==> config.mk <==
export PLATFORM = sky130hd
export DESIGN_NAME = bmi_calc_seq
export DESIGN_NICKNAME = d
export VERILOG_FILES = /design/src/rtl/bmi_calc_seq.sv
export SDC_FILE = /design/constraint.sdc
export NUM_CORES = 1
export LEC_CHECK = 0
export BUFFER_PORTS_ARGS = -buffer_cell sky130_fd_sc_hd__buf_2
export CAP_MARGIN = 20
export CORE_MARGIN = 1
export CORE_UTILIZATION = 55
export DETAILED_ROUTE_END_ITERATION = 6
export HOLD_SLACK_MARGIN = 0.05
export PLACE_DENSITY_LB_ADDON = 0.25
export SETUP_SLACK_MARGIN = 0.15
export SYNTH_ARGS = -nofsm -noshare
export SYNTH_HDL_FRONTEND = slang
export SYNTH_SLANG_ARGS = --single-unit
==> constraint.sdc <==
create_clock -name clk -period 15.2 [get_ports clk]
set_clock_uncertainty 0.15 [all_clocks]
set_input_delay 3.04 -clock clk [delete_from_list [all_inputs] [get_ports clk]]
set_output_delay 3.04 -clock clk [all_outputs]
set_load 0.005 [all_outputs]
==> src/rtl/bmi_calc_seq.sv <==
// Sequential BMI calculator: result = weight*10000/height^2 as R_INT.FRAC fixed point,
// computed by a bit-serial restoring divider and followed by a WHO-style category.
module bmi_calc_seq #(
    parameter int W_WIDTH = 8,
    parameter int H_WIDTH = 8,
    parameter int FRAC    = 8,
    parameter int R_INT   = 16
) (
    input  logic                     clk,
    input  logic                     rst_n,
    input  logic                     start,
    input  logic [W_WIDTH-1:0]       weight,
    input  logic [H_WIDTH-1:0]       height,
    output logic                     busy,
    output logic                     done,
    output logic [R_INT+FRAC-1:0]    result,
    output logic [2:0]               category,
    output logic                     err
);
    localparam int Q     = R_INT + FRAC;
    localparam int N_W   = W_WIDTH + 14 + FRAC;
    localparam int D_W   = 2 * H_WIDTH;
    localparam int CMP_W = N_W + D_W;
    localparam int C_W   = $clog2(Q + 1);

    // 18.5 is compared as 37/2 against a doubled result so the threshold stays exact for any FRAC
    localparam logic [Q:0] T18_5X2 = (Q+1)'(37 * (2 ** FRAC));
    localparam logic [Q:0] T25     = (Q+1)'(25 * (2 ** FRAC));
    localparam logic [Q:0] T30     = (Q+1)'(30 * (2 ** FRAC));

    typedef enum logic [2:0] {IDLE, LOAD, DIV, CLASS, DONE} state_t;

    state_t             state;
    logic [W_WIDTH-1:0] w_r;
    logic [H_WIDTH-1:0] h_r;
    logic [D_W-1:0]     den;
    logic [D_W-1:0]     rem;
    logic [Q-1:0]       quo;
    logic [C_W-1:0]     cnt;
    logic               ovf;

    logic [N_W-1:0]     num;
    logic [D_W-1:0]     den_c;
    logic [D_W:0]       trial;

    function automatic logic [2:0] classify(input logic [Q-1:0] r);
        logic [Q:0] r1;
        logic [Q:0] r2;
        r1 = {1'b0, r};
        r2 = {r, 1'b0};
        if (r2 < T18_5X2)  return 3'd0;
        else if (r1 < T25) return 3'd1;
        else if (r1 < T30) return 3'd2;
        else               return 3'd3;
    endfunction

    always_comb begin
        num   = (N_W'(w_r) * N_W'(14'd10000)) << FRAC;
        den_c = D_W'(h_r) * D_W'(h_r);
        trial = {rem, quo[Q-1]};
    end

    // quo doubles as the low dividend bits and the quotient shift register
    always_ff @(posedge clk or negedge rst_n) begin
        if (!rst_n) begin
            state    <= IDLE;
            busy     <= 1'b0;
            done     <= 1'b0;
            result   <= '0;
            category <= '0;
            err      <= 1'b0;
            w_r      <= '0;
            h_r      <= '0;
            den      <= '0;
            rem      <= '0;
            quo      <= '0;
            cnt      <= '0;
            ovf      <= 1'b0;
        end else begin
            done <= 1'b0;
            case (state)
                IDLE: begin
                    if (start) begin
                        w_r   <= weight;
                        h_r   <= height;
                        busy  <= 1'b1;
                        state <= LOAD;
                    end
                end
                LOAD: begin
                    den   <= den_c;
                    rem   <= D_W'(num >> Q);
                    quo   <= num[Q-1:0];
                    cnt   <= C_W'(Q);
                    ovf   <= (den_c == '0) || (CMP_W'(num >> Q) >= CMP_W'(den_c));
                    state <= DIV;
                end
                DIV: begin
                    if (trial >= {1'b0, den}) begin
                        rem <= D_W'(trial - {1'b0, den});
                        quo <= {quo[Q-2:0], 1'b1};
                    end else begin
                        rem <= trial[D_W-1:0];
                        quo <= {quo[Q-2:0], 1'b0};
                    end
                    cnt <= cnt - C_W'(1);
                    if (cnt == C_W'(1)) state <= CLASS;
                end
                CLASS: begin
                    result   <= ovf ? '1 : quo;
                    category <= ovf ? 3'd7 : classify(quo);
                    err      <= ovf;
                    done     <= 1'b1;
                    state    <= DONE;
                end
                DONE: begin
                    busy  <= 1'b0;
                    state <= IDLE;
                end
                default: state <= IDLE;
            endcase
        end
    end
endmodule

## After elaboration in Yosys (flattened, before gate mapping)

Index checks and enable logic that the tools add are counted.
Widths: inputs -> output; s select.

| storage, ports and cells | value |
|---|---|
| input bits | 19 |
| output and inout port bits | 30 |
| register bits after elaboration | 111 |
| logic and storage cells | 53 |

| cells by class | value |
|---|---|
| $lt $le $gt $ge | 5 |
| add/subtract/negate cells | 2 |
| reduce and logical (&&, ||, !) cells | 8 |
| $mul | 2 |
| mux-type cells | 16 |
| equal/unequal tests | 7 |

Operators with widths:

| cell | number |
|---|---|
| $lt 24x13->1 const B | 2 |
| $pmux 24 s2 | 1 |
| $pmux 16 s2 | 1 |
| $lt 25x14->1 const B | 1 |
| $mux 24 | 1 |
| $mul 8x10->18 const B | 1 |
| $ge 17x16->1 | 1 |
| $ge 6x16->1 | 1 |
| $logic_not 16->1 | 1 |
| $mul 8x8->16 | 1 |
| $mux 16 | 1 |
| $sub 16x16->16 | 1 |
| $pmux 3 s4 | 1 |
| $pmux 5 s2 | 1 |
| $mux 3 | 3 |
| $eq 3x2->1 const B | 2 |
| $reduce_and 2->1 | 3 |
| $eq 5x1->1 const B | 1 |
| $sub 5x1->5 const B | 1 |
| $mux 1 | 4 |
| $mux 2 | 2 |
| $ne 2x2->1 const B | 2 |
| $reduce_bool 2->1 | 2 |
| $eq 3x1->1 const B | 1 |
| 4 further kinds | 4 |

## Longest topological paths before layout

Gate-level depths: netlist (run 1).

| depth | value |
|---|---|
| word-level depth | 5 |
| mapped depth | 21 |
| gate-level depth less buffers | 21 |

## Least setup slack after synthesis (run 1)

OpenSTA, ideal clock, no wires.

| timing path | value |
|---|---|
| kind | flip-flop to flip-flop |
| start point | register w_r[2] |
| end point | register ovf |
| library setup time | 0.095 ns |
| buffers on the path | 0 |
| path slack | 9.708 ns |
| clock period less this slack | 5.492 ns |
| data arrival time | 5.246 ns |
| data required time | 14.955 ns |
| cell stages (with the launch flop) | 19 |
| cells stage by stage | dfrtp_1 ha_1 ha_1 inv_1 fa_1 fa_1 fa_1 nor2b_1 o2111ai_1 and3_1 o41ai_1 xor2_1 ha_1 o21ai_0 o21ai_0 nand4_1 or4_1 or4_1 o31ai_1 |

| between the ends | value |
|---|---|
| cells in the longest elaborated chain, start to end | 3 |

Ends and longest elaborated chain:

| what | line | source |
|---|---|---|
| start, declared | 34 | `logic [W_WIDTH-1:0] w_r;` |
| start signal, assigned | 84 | `w_r <= weight;` |
| $mul 8x10->18 | 58 | `num = (N_W'(w_r) * N_W'(14'd10000)) << FRAC;` |
| $ge 6x16->1 | 95 | `ovf <= (den_c == '0) \|\| (CMP_W'(num >> Q) >= CMP_W'(den_c));` |
| $logic_or 1x1->1 | 95 |  |
| end signal, assigned | 95 |  |
| end, declared | 40 | `logic ovf;` |

No other way between the ends.
A chain may end at the register's enable or synchronous reset.

## Final worst setup path (run 1)

Same ends and word-level chain as after synthesis.

==> run_results.csv, run 1 <==
group,metric,value,unit
run_status,status,"finished, final reports clean",
floorplan,dieHeight,123,µm
sta,max_slew_margin,0.408,
critical_path,crit_end,"ovf",
grt,grt_pass1_wl,27.1,mm
sta,fin_crit,6.00,ns
floorplan,die_x,123,µm
grt,grt_overflow,0,
layout,layout_common_cells,"120 x nand2_1, 109 x dfrtp_1, 100 x inv_1, 91 x ha_1, 66 x o21ai_0",
layout,nets,1038,
placed_design,numPortBuffers,48,
placed_design,post_dp_cell_area,8430,µm²
clocking,cts-buffers-inserted,9,
logic_synthesis,synth_top_area_frac,0.340,
critical_path,r2r-start,"w_r[2]",
clocking,hold_buffers,0,
flow_run,maxCapViolCount,0,
sta,setup_viol,0,
clocking,path_clk_slew,0.08,ns
routing,via_per_inst,5.58,
floorplan,initial_core_util,0.572,
floorplan,coreArea,14000,µm²
critical_path,startpoint_type,"flop",
logic_synthesis,avgSynthCellArea,9.36,µm²
routing,drtIter0Drc,284,
logic_synthesis,synth.net_count,1005,
routing,drc,0,
sta,finalHoldViolCount,0,
critical_path,critPathLaunch,"w_r[2]",
worst_hold_path,hp-class,"flop to flop",
sta,fin_crit_sh,0.395,
routing,drtPass1Iterations,4,
logic_synthesis,synth_seq_cells,109,
sta,tightest_slew,0.888,ns
sta,setup_tns,0,ns
layout,drive_above_1_share,0.108,
critical_path,crit_type,"flop to flop",
critical_path,crit_required,15.32,ns
clocking,postCtsSetupBuffers,0,
floorplan,num_rows,43,
critical_path,arrival,6.13,ns
layout,mostFrequentLayoutCell,"nand2_1",
critical_path,ff2ff_setup_slack,9.20,ns
logic_synthesis,ys.flop_type,"dfrtp_1",
clocking,clock_tree.root_cell,"clkbuf_16",
sta,clock.fmax,0.167,GHz
logic_synthesis,synth_top_area_cell,"dfrtp_1",
critical_path,path_max_fanout,6,
floorplan,die_area,15100,µm²
logic_synthesis,synth-edff-count,0,
logic_synthesis,synth_cells,858,
clocking,cts.path.max_buffers,2,
critical_path,r2r_cells,18,
grt,antenna_found_initial,0,
sta,whs,0.312,ns
logic_synthesis,syn-cell-area,8030,µm²
grt,grt_usage,0.229,
layout,final_cell_area,8750,µm²
logic_synthesis,synthTopCellsByArea,"dfrtp_1 34%, ha_1 14%, fa_1 9.2%",
sta,rsz0062_at_grt,"false",
critical_path,r2r_end,"ovf",
layout,fillers,1174,
grt,grt_pass1_vias,5815,
logic_synthesis,ys_async_sr_fraction,1.00,
routing,num_vias,6005,
clocking,clk-insertion-delay-late,0.36,ns
floorplan,ioPinCount,49,
routing,postRouteAntennaNets,0,
clocking,clock-sinks,109,
clocking,cts_tree,"built",
clocking,cts_resized,0,
routing,wl,16.0,mm
sta,slew_viol_final,0,
layout,antenna_cells,0,
placed_design,dp_hpwl,11.9,mm
logic_synthesis,synthDistinctLibCells,60,
placed_design,gp_congestion,0.827,
clocking,cts_htree_levels,3,
logic_synthesis,yosysSeqAreaShare,0.340,
logic_synthesis,ys.warnings.count,0,
routing,wire_per_inst,14.9,µm
grt,grt_max_degree,72,
critical_path,crit_path_end_kind,"flop",
layout,area_growth_syn_to_layout,8.88,%
==> routing by layer <==
metal,vias to the layer above,GRT usage,part of all wire,wire length (µm)
met3,19,0.0483,0.038,607
met4,0,0.0663,0.013,216
met5,-,0,0,0
li1,3000,-,-,-
met1,2885,0.311,0.49,7830
met2,101,0.368,0.46,7360
==> worst min-delay path by stage <==
stage | from | to | slack, ns | depth (start not counted)
2_1_floorplan | cnt[4] | cnt[4] | 0.29 | 1
3_3_place_gp | result[11] | result[11] | 0.29 | 2
3_5_place_dp | result[10] | result[10] | 0.30 | 2
4_1_cts | result[19] | result[19] | 0.32 | 2
5_1_grt | result[7] | result[7] | 0.35 | 2
6_report | result[10] | result[10] | 0.31 | 2
==> registers in the layout (all words and copies together) (netlist names) <==
signal,count
category,3
h_r,8
cnt,5
done,1
w_r,8
state,3
rem,16
quo,24
busy,1
den,15
result,24
ovf,1
==> per-stage QoR <==
step                cells   util  worst slack [ns]
floorplan             858      -              9.71
global placement     1060  0.601              9.44
detailed placement   1060  0.601              9.31
CTS                  1076  0.623              9.22
global route         1076  0.623              8.83
finish               1076  0.623              9.20
==> kinds of logic (layout without fill, tap and decap cells) <==
| group | after synthesis | count (layout) | synth area share |
|---|---|---|---|
| DFF | 109 | 109 | 0.340 |
| and+or+nand+nor | 247 | 247 | 0.145 |
| AOI/OAI and AO/OA | 181 | 181 | 0.145 |
| xor gates and xnor gates | 32 | 32 | 0.0349 |
| muxes | 29 | 29 | 0.0388 |
| buffers and inverters | 132 | 170 | 0.0623 |
| adders and majority gates | 128 | 128 | 0.234 |
==> Yosys cell counts, drive strengths merged (5+ instances only) <==
master and number:
nand2 120, dfrtp 109, inv 100, ha 91
o21ai 67, fa 37, clkbuf 30, nor2 30
a21oi 27, and2 22, xnor2 18, mux2 17
nor3 14, xor2 14, a22oi 12, mux2i 12
a22o 11, nor2b 10, o21a 10, and3 9
a21o 8, nand3 7, nand4 6, a211oi 5
nand2b 5, o31ai 5
==> worst max-delay path: stages, from the launching register on <==
cell       delay (ns)
dfrtp_1          0.48
ha_1             0.33
ha_1             0.27
inv_1            0.05
fa_1             0.49
fa_1             0.54
fa_1             0.44
nor2b_1          0.19
o2111ai_1        0.15
and3_1           0.19
o41ai_1          0.42
xor2_1           0.28
ha_1             0.25
o21ai_0          0.11
o21ai_0          0.26
nand4_1          0.12
or4_1            0.49
or4_1            0.52
o31ai_1          0.19
==> layout make-up <==
type,instances,area [µm²],area share
clock buffer,9,225,0.0257
clock inverter,7,87.6,0.0100
inverter,100,375,0.0429
multi-input combinational,617,4820,0.551
sequential,109,2730,0.312
tap,180,225,0.0257
timing repair buffer,54,288,0.0329
Power of run 1 is left out: the tool's default activity adds up to more than one toggle a clock period on the data nets, which glitch-free logic cannot reach.
==> inputs of run 2 (changes only) <==
- clock period: 15.2 -> 5.8 ns (I/O delays scaled with it)
==> run 2 against run 1 <==
Against the previous run: worst hold slack worse by 0.0025 ns; maximum frequency up 10%; die area is the same; sequential share of layout area shrank 0.55 points; count of clock-buffer cells in the layout is 1 higher; register-to-register slack worse by 8.8 ns.
==> run_results.csv, run 2 (same netlist as run 1, synthesis figures left out) <==
group,metric,value,unit
critical_path,crit_required,5.92,ns
clocking,hold_buffers,0,
routing,postRouteAntennaNets,0,
critical_path,arrival,5.58,ns
layout,layout_common_cells,"120 x nand2_1, 104 x dfrtp_1, 100 x inv_1, 88 x ha_1, 65 x o21ai_0",
sta,slew_viol_final,0,
sta,setup_tns,0,ns
clocking,clock_tree.root_cell,"clkbuf_16",
placed_design,numPortBuffers,48,
critical_path,crit_path_end_kind,"flop",
floorplan,num_rows,43,
layout,reg.largest.list,"quo x24, result x24, rem x16",
routing,wl,16.3,mm
clocking,cts.path.max_buffers,2,
clocking,cts_tree,"built",
floorplan,initial_core_util,0.572,
grt,grt_usage,0.232,
sta,fin_crit_sh,0.940,
sta,max_slew_margin,0.426,
grt,grt_max_degree,60,
floorplan,die_x,123,µm
clocking,clk-insertion-delay-late,0.36,ns
sta,setup_viol,0,
floorplan,ioPinCount,49,
routing,num_vias,6103,
routing,drtPass1Iterations,5,
clocking,path_clk_slew,0.08,ns
critical_path,path_max_fanout,5,
layout,fillers,1157,
sta,clock.fmax,0.183,GHz
layout,drive_above_1_share,0.139,
clocking,cts_htree_levels,3,
sta,tightest_slew,0.861,ns
sta,fin_crit,5.45,ns
layout,mostFrequentLayoutCell,"nand2_1",
grt,grt_pass1_vias,5939,
layout,area_growth_syn_to_layout,11.1,%
placed_design,dp_hpwl,11.9,mm
floorplan,coreArea,14000,µm²
grt,grt_overflow,0,
clocking,cts-buffers-inserted,9,
routing,wire_per_inst,14.9,µm
flow_run,maxCapViolCount,0,
clocking,clock-sinks,109,
critical_path,crit_type,"flop to flop",
layout,nets,1054,
floorplan,die_area,15100,µm²
sta,finalHoldViolCount,0,
routing,drtIter0Drc,296,
grt,antenna_found_initial,0,
routing,via_per_inst,5.59,
placed_design,gp_congestion,0.843,
run_status,status,"finished, final reports clean",
routing,drc,0,
floorplan,dieHeight,123,µm
sta,rsz0062_at_grt,"false",
worst_hold_path,hp-class,"flop to flop",
critical_path,startpoint_type,"flop",
grt,grt_pass1_wl,27.6,mm
layout,antenna_cells,0,
run 2: cell types whose count changed in the layout (fill, tap and decap cells not counted), sizes merged:
cell | before | now
buf | 54 | 70
clkbuf | 9 | 10
clkinv | 3 | 1
clkinvlp | 1 | 2
run 2: critical path, stage by stage, from the launching register on:
cell,delay [ns]
dfrtp_1,0.39
buf_4,0.14
buf_4,0.15
ha_1,0.30
ha_1,0.29
inv_1,0.05
fa_1,0.44
inv_1,0.07
ha_1,0.19
inv_1,0.06
fa_1,0.39
nor2b_2,0.17
o2111ai_1,0.16
and3_1,0.20
nor3_1,0.24
xor2_1,0.22
ha_1,0.22
o21a_1,0.15
nor3_1,0.05
o21ai_1,0.13
nand4_1,0.10
or4_1,0.41
or4_4,0.54
o31ai_2,0.17
run 2: stage by stage:
step / utilization / hold slack [ns] / instances / area [µm²] / setup slack, ns
6_report: 0.635 / 0.310 / 1092 / 8920 / 0.347
5_1_grt: 0.635 / 0.333 / 1092 / 8920 / 0.155
4_1_cts: 0.630 / 0.318 / 1088 / 8850 / 0.159
3_5_place_dp: 0.605 / 0.300 / 1069 / 8500 / 0.0342
3_3_place_gp: 0.605 / 0.294 / 1069 / 8500 / 0.175
2_1_floorplan: - / 0.292 / 858 / 8030 / 0.308
run 2: area by class of cell:
class | instances | area, µm² | area share
Sequential cell | 109 | 2730 | 0.306
Tap cell | 180 | 225 | 0.0252
Inverter | 100 | 375 | 0.0421
Clock inverter | 6 | 65.1 | 0.00729
Timing Repair Buffer | 70 | 412 | 0.0461
Clock buffer | 10 | 229 | 0.0257
Multi-Input combinational cell | 617 | 4880 | 0.547
run 2: worst paths after layout:
path	slack (ns)	to	startpoint	cells past startpoint
max in group asynchronous	3.64	w_r[0]	rst_n	2
max	0.35	ovf	w_r[2]	23
min in group asynchronous	0.68	rem[13]	rst_n	1
min	0.31	result[3]	result[3]	2
max reg2reg	0.35	ovf	w_r[2]	23
min reg2reg	0.31	result[3]	result[3]	2
run 2: per-layer routing:
layer,wire (µm),vias to the layer above,global-route usage
met1,7940,2962,0.317
li1,-,3033,-
met3,514,9,0.0344
met2,7720,99,0.389
met5,0,-,0
met4,131,0,0.0511
run 2: timing repair:
action                                  in CTS  in global routing
gates resized for setup                      6                 11
cloned                                       0                  0
pin swaps                                    1                 11
endpoints found under the setup margin       1                  1
buffers inserted                             3                  3
Power of run 2 is left out for the same reason.
